## src/rtl/uart_pkg.sv

```systemverilog
// Shared types and constants for the memory-mapped UART transmitter.
package uart_pkg;

    // Transmit serializer states
    typedef enum logic [1:0] {
        ST_IDLE  = 2'd0,
        ST_START = 2'd1,
        ST_DATA  = 2'd2,
        ST_STOP  = 2'd3
    } tx_state_e;

    // Register offsets, in 32-bit words (address_to_mem[3:2])
    localparam logic [1:0] TXDATA_OFS = 2'd0;
    localparam logic [1:0] STATUS_OFS = 2'd1;

    // STATUS bit positions
    localparam int STAT_FULL_BIT  = 0;
    localparam int STAT_EMPTY_BIT = 1;
    localparam int STAT_BUSY_BIT  = 2;
    localparam int STAT_OVF_BIT   = 3;
    localparam int STAT_CNT_LSB   = 8;
    localparam int STAT_CNT_W     = 5;

endpackage

```

## src/rtl/byte_fifo.sv

```systemverilog
// Synchronous byte FIFO with occupancy count. A push into a full FIFO is
// accepted only when a pop frees an entry in the same cycle.
module byte_fifo #(
    parameter int DEPTH = 8
) (
    input  logic                     clk,
    input  logic                     rst_n,
    input  logic                     push_i,
    input  logic [7:0]               push_data_i,
    input  logic                     pop_i,
    output logic [7:0]               pop_data_o,
    output logic                     full_o,
    output logic                     empty_o,
    output logic [$clog2(DEPTH):0]   count_o
);

    localparam int AW = $clog2(DEPTH);
    localparam int CW = AW + 1;

    logic [7:0]    mem_q [DEPTH];
    logic [AW-1:0] wptr_q, wptr_d;
    logic [AW-1:0] rptr_q, rptr_d;
    logic [CW-1:0] count_q, count_d;
    logic          do_push_s;
    logic          do_pop_s;

    assign full_o     = (count_q == CW'(DEPTH));
    assign empty_o    = (count_q == {CW{1'b0}});
    assign count_o    = count_q;
    assign pop_data_o = mem_q[rptr_q];

    // Qualify push/pop against occupancy and compute next pointers/count
    always_comb begin
        do_pop_s  = pop_i & ~empty_o;
        do_push_s = push_i & (~full_o | do_pop_s);
        wptr_d    = wptr_q;
        rptr_d    = rptr_q;
        count_d   = count_q;
        if (do_push_s) begin
            wptr_d = wptr_q + 1'b1;
        end else begin
            wptr_d = wptr_q;
        end
        if (do_pop_s) begin
            rptr_d = rptr_q + 1'b1;
        end else begin
            rptr_d = rptr_q;
        end
        case ({do_push_s, do_pop_s})
            2'b10:   count_d = count_q + 1'b1;
            2'b01:   count_d = count_q - 1'b1;
            default: count_d = count_q;
        endcase
    end

    // Storage array; contents are don't-care until written
    always_ff @(posedge clk) begin
        if (do_push_s) begin
            mem_q[wptr_q] <= push_data_i;
        end
    end

    // Pointer and count registers; reset discards all entries
    always_ff @(posedge clk or negedge rst_n) begin
        if (!rst_n) begin
            wptr_q  <= {AW{1'b0}};
            rptr_q  <= {AW{1'b0}};
            count_q <= {CW{1'b0}};
        end else begin
            wptr_q  <= wptr_d;
            rptr_q  <= rptr_d;
            count_q <= count_d;
        end
    end

endmodule

```

## src/rtl/mmio_uart_tx.sv

```systemverilog
// Memory-mapped 8N1 UART transmitter: address decode, TX FIFO, serializer
// FSM and combinational STATUS read path.
module mmio_uart_tx
    import uart_pkg::*;
#(
    parameter logic [31:0] BASE_ADDR    = 32'hFFFF_0000,
    parameter int          CLKS_PER_BIT = 16,
    parameter int          FIFO_DEPTH   = 8
) (
    input  logic        clk,
    input  logic        reset,
    input  logic        WE,
    input  logic [31:0] address_to_mem,
    input  logic [31:0] data_to_mem,
    output logic        sel,
    output logic [31:0] rd_data,
    output logic        tx
);

    localparam int                BW        = $clog2(CLKS_PER_BIT);
    localparam logic [BW-1:0]     BAUD_LAST = BW'(CLKS_PER_BIT - 1);
    localparam int                CNT_W     = $clog2(FIFO_DEPTH) + 1;

    tx_state_e          state_q, state_d;
    logic [BW-1:0]      baud_q, baud_d;
    logic [2:0]         bit_q, bit_d;
    logic [7:0]         shift_q, shift_d;
    logic               tx_q, tx_d;
    logic               ovf_q, ovf_d;

    logic [1:0]         offset_s;
    logic               push_s, pop_s, ovf_clr_s;
    logic [7:0]         fifo_data_s;
    logic               fifo_full_s, fifo_empty_s;
    logic [CNT_W-1:0]   fifo_count_s;
    logic [STAT_CNT_W-1:0] status_cnt_s;
    logic [31:0]        status_s;
    logic               unused_s;

    assign sel       = (address_to_mem[31:4] == BASE_ADDR[31:4]);
    assign offset_s  = address_to_mem[3:2];
    assign push_s    = WE & sel & (offset_s == TXDATA_OFS);
    assign ovf_clr_s = WE & sel & (offset_s == STATUS_OFS) & data_to_mem[3];
    assign tx        = tx_q;
    assign unused_s  = ^{data_to_mem[31:8], address_to_mem[1:0]};

    byte_fifo #(
        .DEPTH (FIFO_DEPTH)
    ) u_fifo (
        .clk         (clk),
        .rst_n       (reset),
        .push_i      (push_s),
        .push_data_i (data_to_mem[7:0]),
        .pop_i       (pop_s),
        .pop_data_o  (fifo_data_s),
        .full_o      (fifo_full_s),
        .empty_o     (fifo_empty_s),
        .count_o     (fifo_count_s)
    );

    // Serializer next-state: baud/bit counters restart on every state entry
    always_comb begin
        state_d = state_q;
        baud_d  = baud_q + 1'b1;
        bit_d   = bit_q;
        shift_d = shift_q;
        pop_s   = 1'b0;
        case (state_q)
            ST_IDLE: begin
                baud_d = {BW{1'b0}};
                bit_d  = 3'd0;
                if (!fifo_empty_s) begin
                    pop_s   = 1'b1;
                    shift_d = fifo_data_s;
                    state_d = ST_START;
                end else begin
                    state_d = ST_IDLE;
                end
            end
            ST_START: begin
                if (baud_q == BAUD_LAST) begin
                    baud_d  = {BW{1'b0}};
                    bit_d   = 3'd0;
                    state_d = ST_DATA;
                end else begin
                    state_d = ST_START;
                end
            end
            ST_DATA: begin
                if (baud_q == BAUD_LAST) begin
                    baud_d  = {BW{1'b0}};
                    shift_d = {1'b0, shift_q[7:1]};
                    if (bit_q == 3'd7) begin
                        bit_d   = 3'd0;
                        state_d = ST_STOP;
                    end else begin
                        bit_d   = bit_q + 3'd1;
                    end
                end else begin
                    state_d = ST_DATA;
                end
            end
            ST_STOP: begin
                if (baud_q == BAUD_LAST) begin
                    baud_d = {BW{1'b0}};
                    bit_d  = 3'd0;
                    if (!fifo_empty_s) begin
                        pop_s   = 1'b1;
                        shift_d = fifo_data_s;
                        state_d = ST_START;
                    end else begin
                        state_d = ST_IDLE;
                    end
                end else begin
                    state_d = ST_STOP;
                end
            end
            default: begin
                state_d = ST_IDLE;
                baud_d  = {BW{1'b0}};
                bit_d   = 3'd0;
            end
        endcase
    end

    // Line level for the upcoming state, registered so tx never glitches
    always_comb begin
        tx_d = 1'b1;
        case (state_d)
            ST_START: tx_d = 1'b0;
            ST_DATA:  tx_d = shift_d[0];
            default:  tx_d = 1'b1;
        endcase
    end

    // Sticky overflow: set by a dropped push, cleared by a STATUS write
    always_comb begin
        ovf_d = ovf_q;
        if (push_s && fifo_full_s && !pop_s) begin
            ovf_d = 1'b1;
        end else if (ovf_clr_s) begin
            ovf_d = 1'b0;
        end else begin
            ovf_d = ovf_q;
        end
    end

    // Serializer and status registers; reset forces the line idle
    always_ff @(posedge clk or negedge reset) begin
        if (!reset) begin
            state_q <= ST_IDLE;
            baud_q  <= {BW{1'b0}};
            bit_q   <= 3'd0;
            shift_q <= 8'd0;
            tx_q    <= 1'b1;
            ovf_q   <= 1'b0;
        end else begin
            state_q <= state_d;
            baud_q  <= baud_d;
            bit_q   <= bit_d;
            shift_q <= shift_d;
            tx_q    <= tx_d;
            ovf_q   <= ovf_d;
        end
    end

    // Combinational read path from registered state
    always_comb begin
        status_cnt_s = {STAT_CNT_W{1'b0}};
        status_cnt_s[CNT_W-1:0] = fifo_count_s;
        status_s = 32'd0;
        status_s[STAT_FULL_BIT]  = fifo_full_s;
        status_s[STAT_EMPTY_BIT] = fifo_empty_s;
        status_s[STAT_BUSY_BIT]  = (state_q != ST_IDLE);
        status_s[STAT_OVF_BIT]   = ovf_q;
        status_s[STAT_CNT_LSB +: STAT_CNT_W] = status_cnt_s;
        rd_data = 32'd0;
        if (sel) begin
            case (offset_s)
                STATUS_OFS: rd_data = status_s;
                default:    rd_data = 32'd0;
            endcase
        end else begin
            rd_data = 32'd0;
        end
    end

endmodule
```

## config.mk

```make
export PLATFORM = sky130hd
export DESIGN_NAME = mmio_uart_tx
export DESIGN_NICKNAME = d
export VERILOG_FILES = /design/src/rtl/uart_pkg.sv /design/src/rtl/byte_fifo.sv /design/src/rtl/mmio_uart_tx.sv
export SDC_FILE = /design/constraint.sdc
export NUM_CORES = 1
export LEC_CHECK = 0
export ABC_AREA = 1
export CAP_MARGIN = 0
export CORE_ASPECT_RATIO = 0.7
export CORE_MARGIN = 2
export CORE_UTILIZATION = 45
export DETAILED_ROUTE_END_ITERATION = 6
export HOLD_SLACK_MARGIN = 0.08
export PLACE_DENSITY = 0.86
export SLEW_MARGIN = 15
export SYNTH_ARGS = -nofsm -noshare
export SYNTH_HDL_FRONTEND = slang
export SYNTH_SLANG_ARGS = --single-unit
export TNS_END_PERCENT = 1
```

## constraint.sdc

```tcl
create_clock -name clk -period 2.7 [get_ports clk]
set_clock_uncertainty 0.15 [all_clocks]
set_input_delay 0.405 -clock clk [delete_from_list [all_inputs] [get_ports clk]]
set_output_delay 0.405 -clock clk [all_outputs]
set_load 0.02 [all_outputs]
```

==> results.sh <==
export IMPL_status="finished clean"
export IMPL_dr_pass1_iters=5
export IMPL_drv_cap=0
export IMPL_design_area_um2=5850
export IMPL_reg2reg_depth=17
export IMPL_viasPerCell=4.95
export IMPL_hold_viol_final=0
export IMPL_p_leak_nw=2.62
export IMPL_grt_pass1_wl_um=16600
export IMPL_antenna_found_initial=0
export IMPL_drv_slew=0
export IMPL_setup_viol=0
export IMPL_synth_top_cell_area_share=0.405
export IMPL_yosysMostFrequentCell="nand2_1"
export IMPL_finalPower_mw=2.96
export IMPL_endpoint_kind="output port"
export IMPL_die_w_um=127
export IMPL_grt_max_degree=34
export IMPL_finalNonFillerCells=729
export IMPL_start_kind="input port"
export IMPL_synth_warnings=0
export IMPL_post_route_period_util=0.963
export IMPL_relSlewSlack=0.653
export IMPL_grt_overflow=0
export IMPL_cp_slowest_cell="clkdlybuf4s50_1"
export IMPL_core_rowCount=31
export IMPL_cts_tree="done"
export IMPL_fmax_mhz=385
export IMPL_synth_seq_cells=93
export IMPL_dp_hpwl_um=7130
export IMPL_path_common_cell="nor2_1"
export IMPL_clock_path_buffers=2
export IMPL_start_util=0.459
export IMPL_path_depth=8
export IMPL_synth_common_cells="139 x nand2_1, 64 x edfxtp_1, 60 x nor2_1"
export IMPL_postSynthCellCount=513
export IMPL_p_per_area_nw_per_um2=507
export IMPL_gp_congestion=0.863
export IMPL_vdd_drop_max_mv=0.295
export IMPL_final_antenna_net_count=0
export IMPL_ys_flop_type="edfxtp_1"
export IMPL_path_buf_inv=3
export IMPL_critPathRequiredTime_ns=2.14
export IMPL_max_stage_delay_ns=0.59
export IMPL_synth_async_reset_ratio=0.312
export IMPL_yosysTopAreaCell="edfxtp_1"
export IMPL_grt_usage=0.188
export IMPL_synth_area_um2=4740
export IMPL_first_iter_violations=236
export IMPL_tightest_slew_ns=0.520
export IMPL_clock_root_buffer="clkbuf_16"
export IMPL_numClockSinks=93
export IMPL_die_h_um=89.9
export IMPL_rsz0062_at_grt="no"
export IMPL_dp_cells=706
export IMPL_io_buffers=50
export IMPL_area_delta_synth_final_pct=23.4
export IMPL_grt_pass1_vias=3566
export IMPL_antenna_cells=0
export IMPL_io_pins=101
export IMPL_drive_gt1_frac=0.129
export IMPL_drt_wl_total_um=10500
export IMPL_clk_latency_ns=0.34
export IMPL_cts_hold_buf=0
export IMPL_cp_top_family="buffers and inverters"
export IMPL_vias=3610
export IMPL_dieArea_um2=11400
export IMPL_ys_top_cells_by_area="edfxtp_1 41%, dfrtp_1 15%, nand2_1 11%"
export IMPL_final_net_count=672
export IMPL_dpl_cell_area_um2=5430
export IMPL_htreeDepth=3
export IMPL_path_cells="clkdlybuf4s50_1 -> nor2_1 -> nand2_1 -> nor2_1 -> nand2_1 -> nor2_1 -> buf_4 -> clkdlybuf4s50_1"
export IMPL_synth_edff_count=64
export IMPL_post_drt_wl_per_cell_um=14.4
export IMPL_path_max_fanout=2
export IMPL_arrival_ns=2.05
export IMPL_coreArea_um2=10300
export IMPL_post_route_drc_count=0
export IMPL_seq_area_frac_synth=0.559
export IMPL_period_needed_ns=2.60
export IMPL_crit_type="input port to output port"
export IMPL_ys_types=37
export IMPL_syn_area_per_cell_um2=9.24
export IMPL_holdCritPathClass="input port to async pin"
export IMPL_clk_pin_slew_ns=0.06
export IMPL_cts_buffers=9
## cell families (layout without fill, tap and decap cells)
| logic type | count (synthesis) | in the layout | share of synthesized area |
|---|---|---|---|
| simple gates | 263 | 263 | 0.249 |
| other cells | 1 | 24 | 0.000791 |
| fa+ha+maj | 12 | 12 | 0.0317 |
| compound gates | 41 | 41 | 0.0475 |
| xor+xnor | 8 | 8 | 0.0148 |
| flops | 93 | 93 | 0.559 |
| buf+inv | 95 | 156 | 0.0971 |
## layer usage
metal / part of all wire / wire [um] / up-vias / GRT usage
met3: 0.074 / 776 / 11 / 0.0548
met1: 0.43 / 4530 / 1680 / 0.237
met2: 0.48 / 5050 / 150 / 0.315
met5: 0 / 0 / - / 0
met4: 0.012 / 122 / 0 / 0.0540
li1: - / - / 1769 / -
## sequential cells by signal, summed over array words and instances (netlist names), 2 cells and up
register	count
u_fifo.rptr_q	3
u_fifo.mem_q	64
u_fifo.count_o	4
u_fifo.wptr_q	3
state_q	2
baud_q	4
shift_q	8
bit_q	3
## cells in the final DEF, fill, tap and decap left out, types with 8 or more instances in the layout
cell type and instances:
edfxtp_1 64, ha_1 8, clkbuf_16 9, buf_4 31
nand2_1 137, clkdlybuf4s50_1 42, inv_1 55, dfrtp_1 27
nor2_1 60, conb_1 24, nand3_1 40, o21ai_0 22
## through the flow
step | worst slack, ns | hold WS (ns) | utilization | setup TNS [ns]
floorplan | 0.135 | -0.0406 | - | 0
global placement | -0.164 | 0.292 | 0.526 | -0.947
global route | 0.00370 | 0.355 | 0.567 | 0
CTS | 0.00528 | 0.308 | 0.557 | 0
finish | 0.100 | 0.307 | 0.567 | 0
detailed placement | -0.264 | 0.300 | 0.526 | -1.59
## layout make-up
class                           count  area (um^2)
Inverter                           60          230
Fill cell                         866         4470
Sequential cell                    93         2650
Clock buffer                        9          225
Timing Repair Buffer               81          719
Tap cell                          132          165
Multi-Input combinational cell    348         1770
Clock inverter                      6         86.3
## report_power, final
| group | switching (mW) | internal, mW | total, mW |
|---|---|---|---|
| combinational | 0.0642 | 0.0548 | 0.119 |
| sequential | 0.00000000885 | 1.53 | 1.53 |
| clock | 0.512 | 0.807 | 1.32 |
| total | 0.576 | 2.39 | 2.96 |
## path summary, 6_finish.rpt
check,startpoint,endpoint,slack [ns]
min in group clk,shift_q[4]$_DFFE_PN0P_,shift_q[4]$_DFFE_PN0P_,0.34
min reg2reg,shift_q[4]$_DFFE_PN0P_,shift_q[4]$_DFFE_PN0P_,0.34
min,reset,shift_q[1]$_DFFE_PN0P_,0.31
max reg2reg,state_q[0]$_DFF_PN0_,u_fifo.count_o[2]$_DFFE_PN0P_,0.18
max,address_to_mem[10],sel,0.1
max in group asynchronous,reset,tx$_DFF_PN1_,1.78
## what timing repair did
item                                    CTS  global route
pin swaps                                 0             4
hold endpoints to repair                  0             0
buffers inserted                          0             8
gates resized for setup                  12            16
gates cloned                              0             0
endpoints found under the setup margin   10             4
Note: power is estimated with default switching activity, not from simulation.
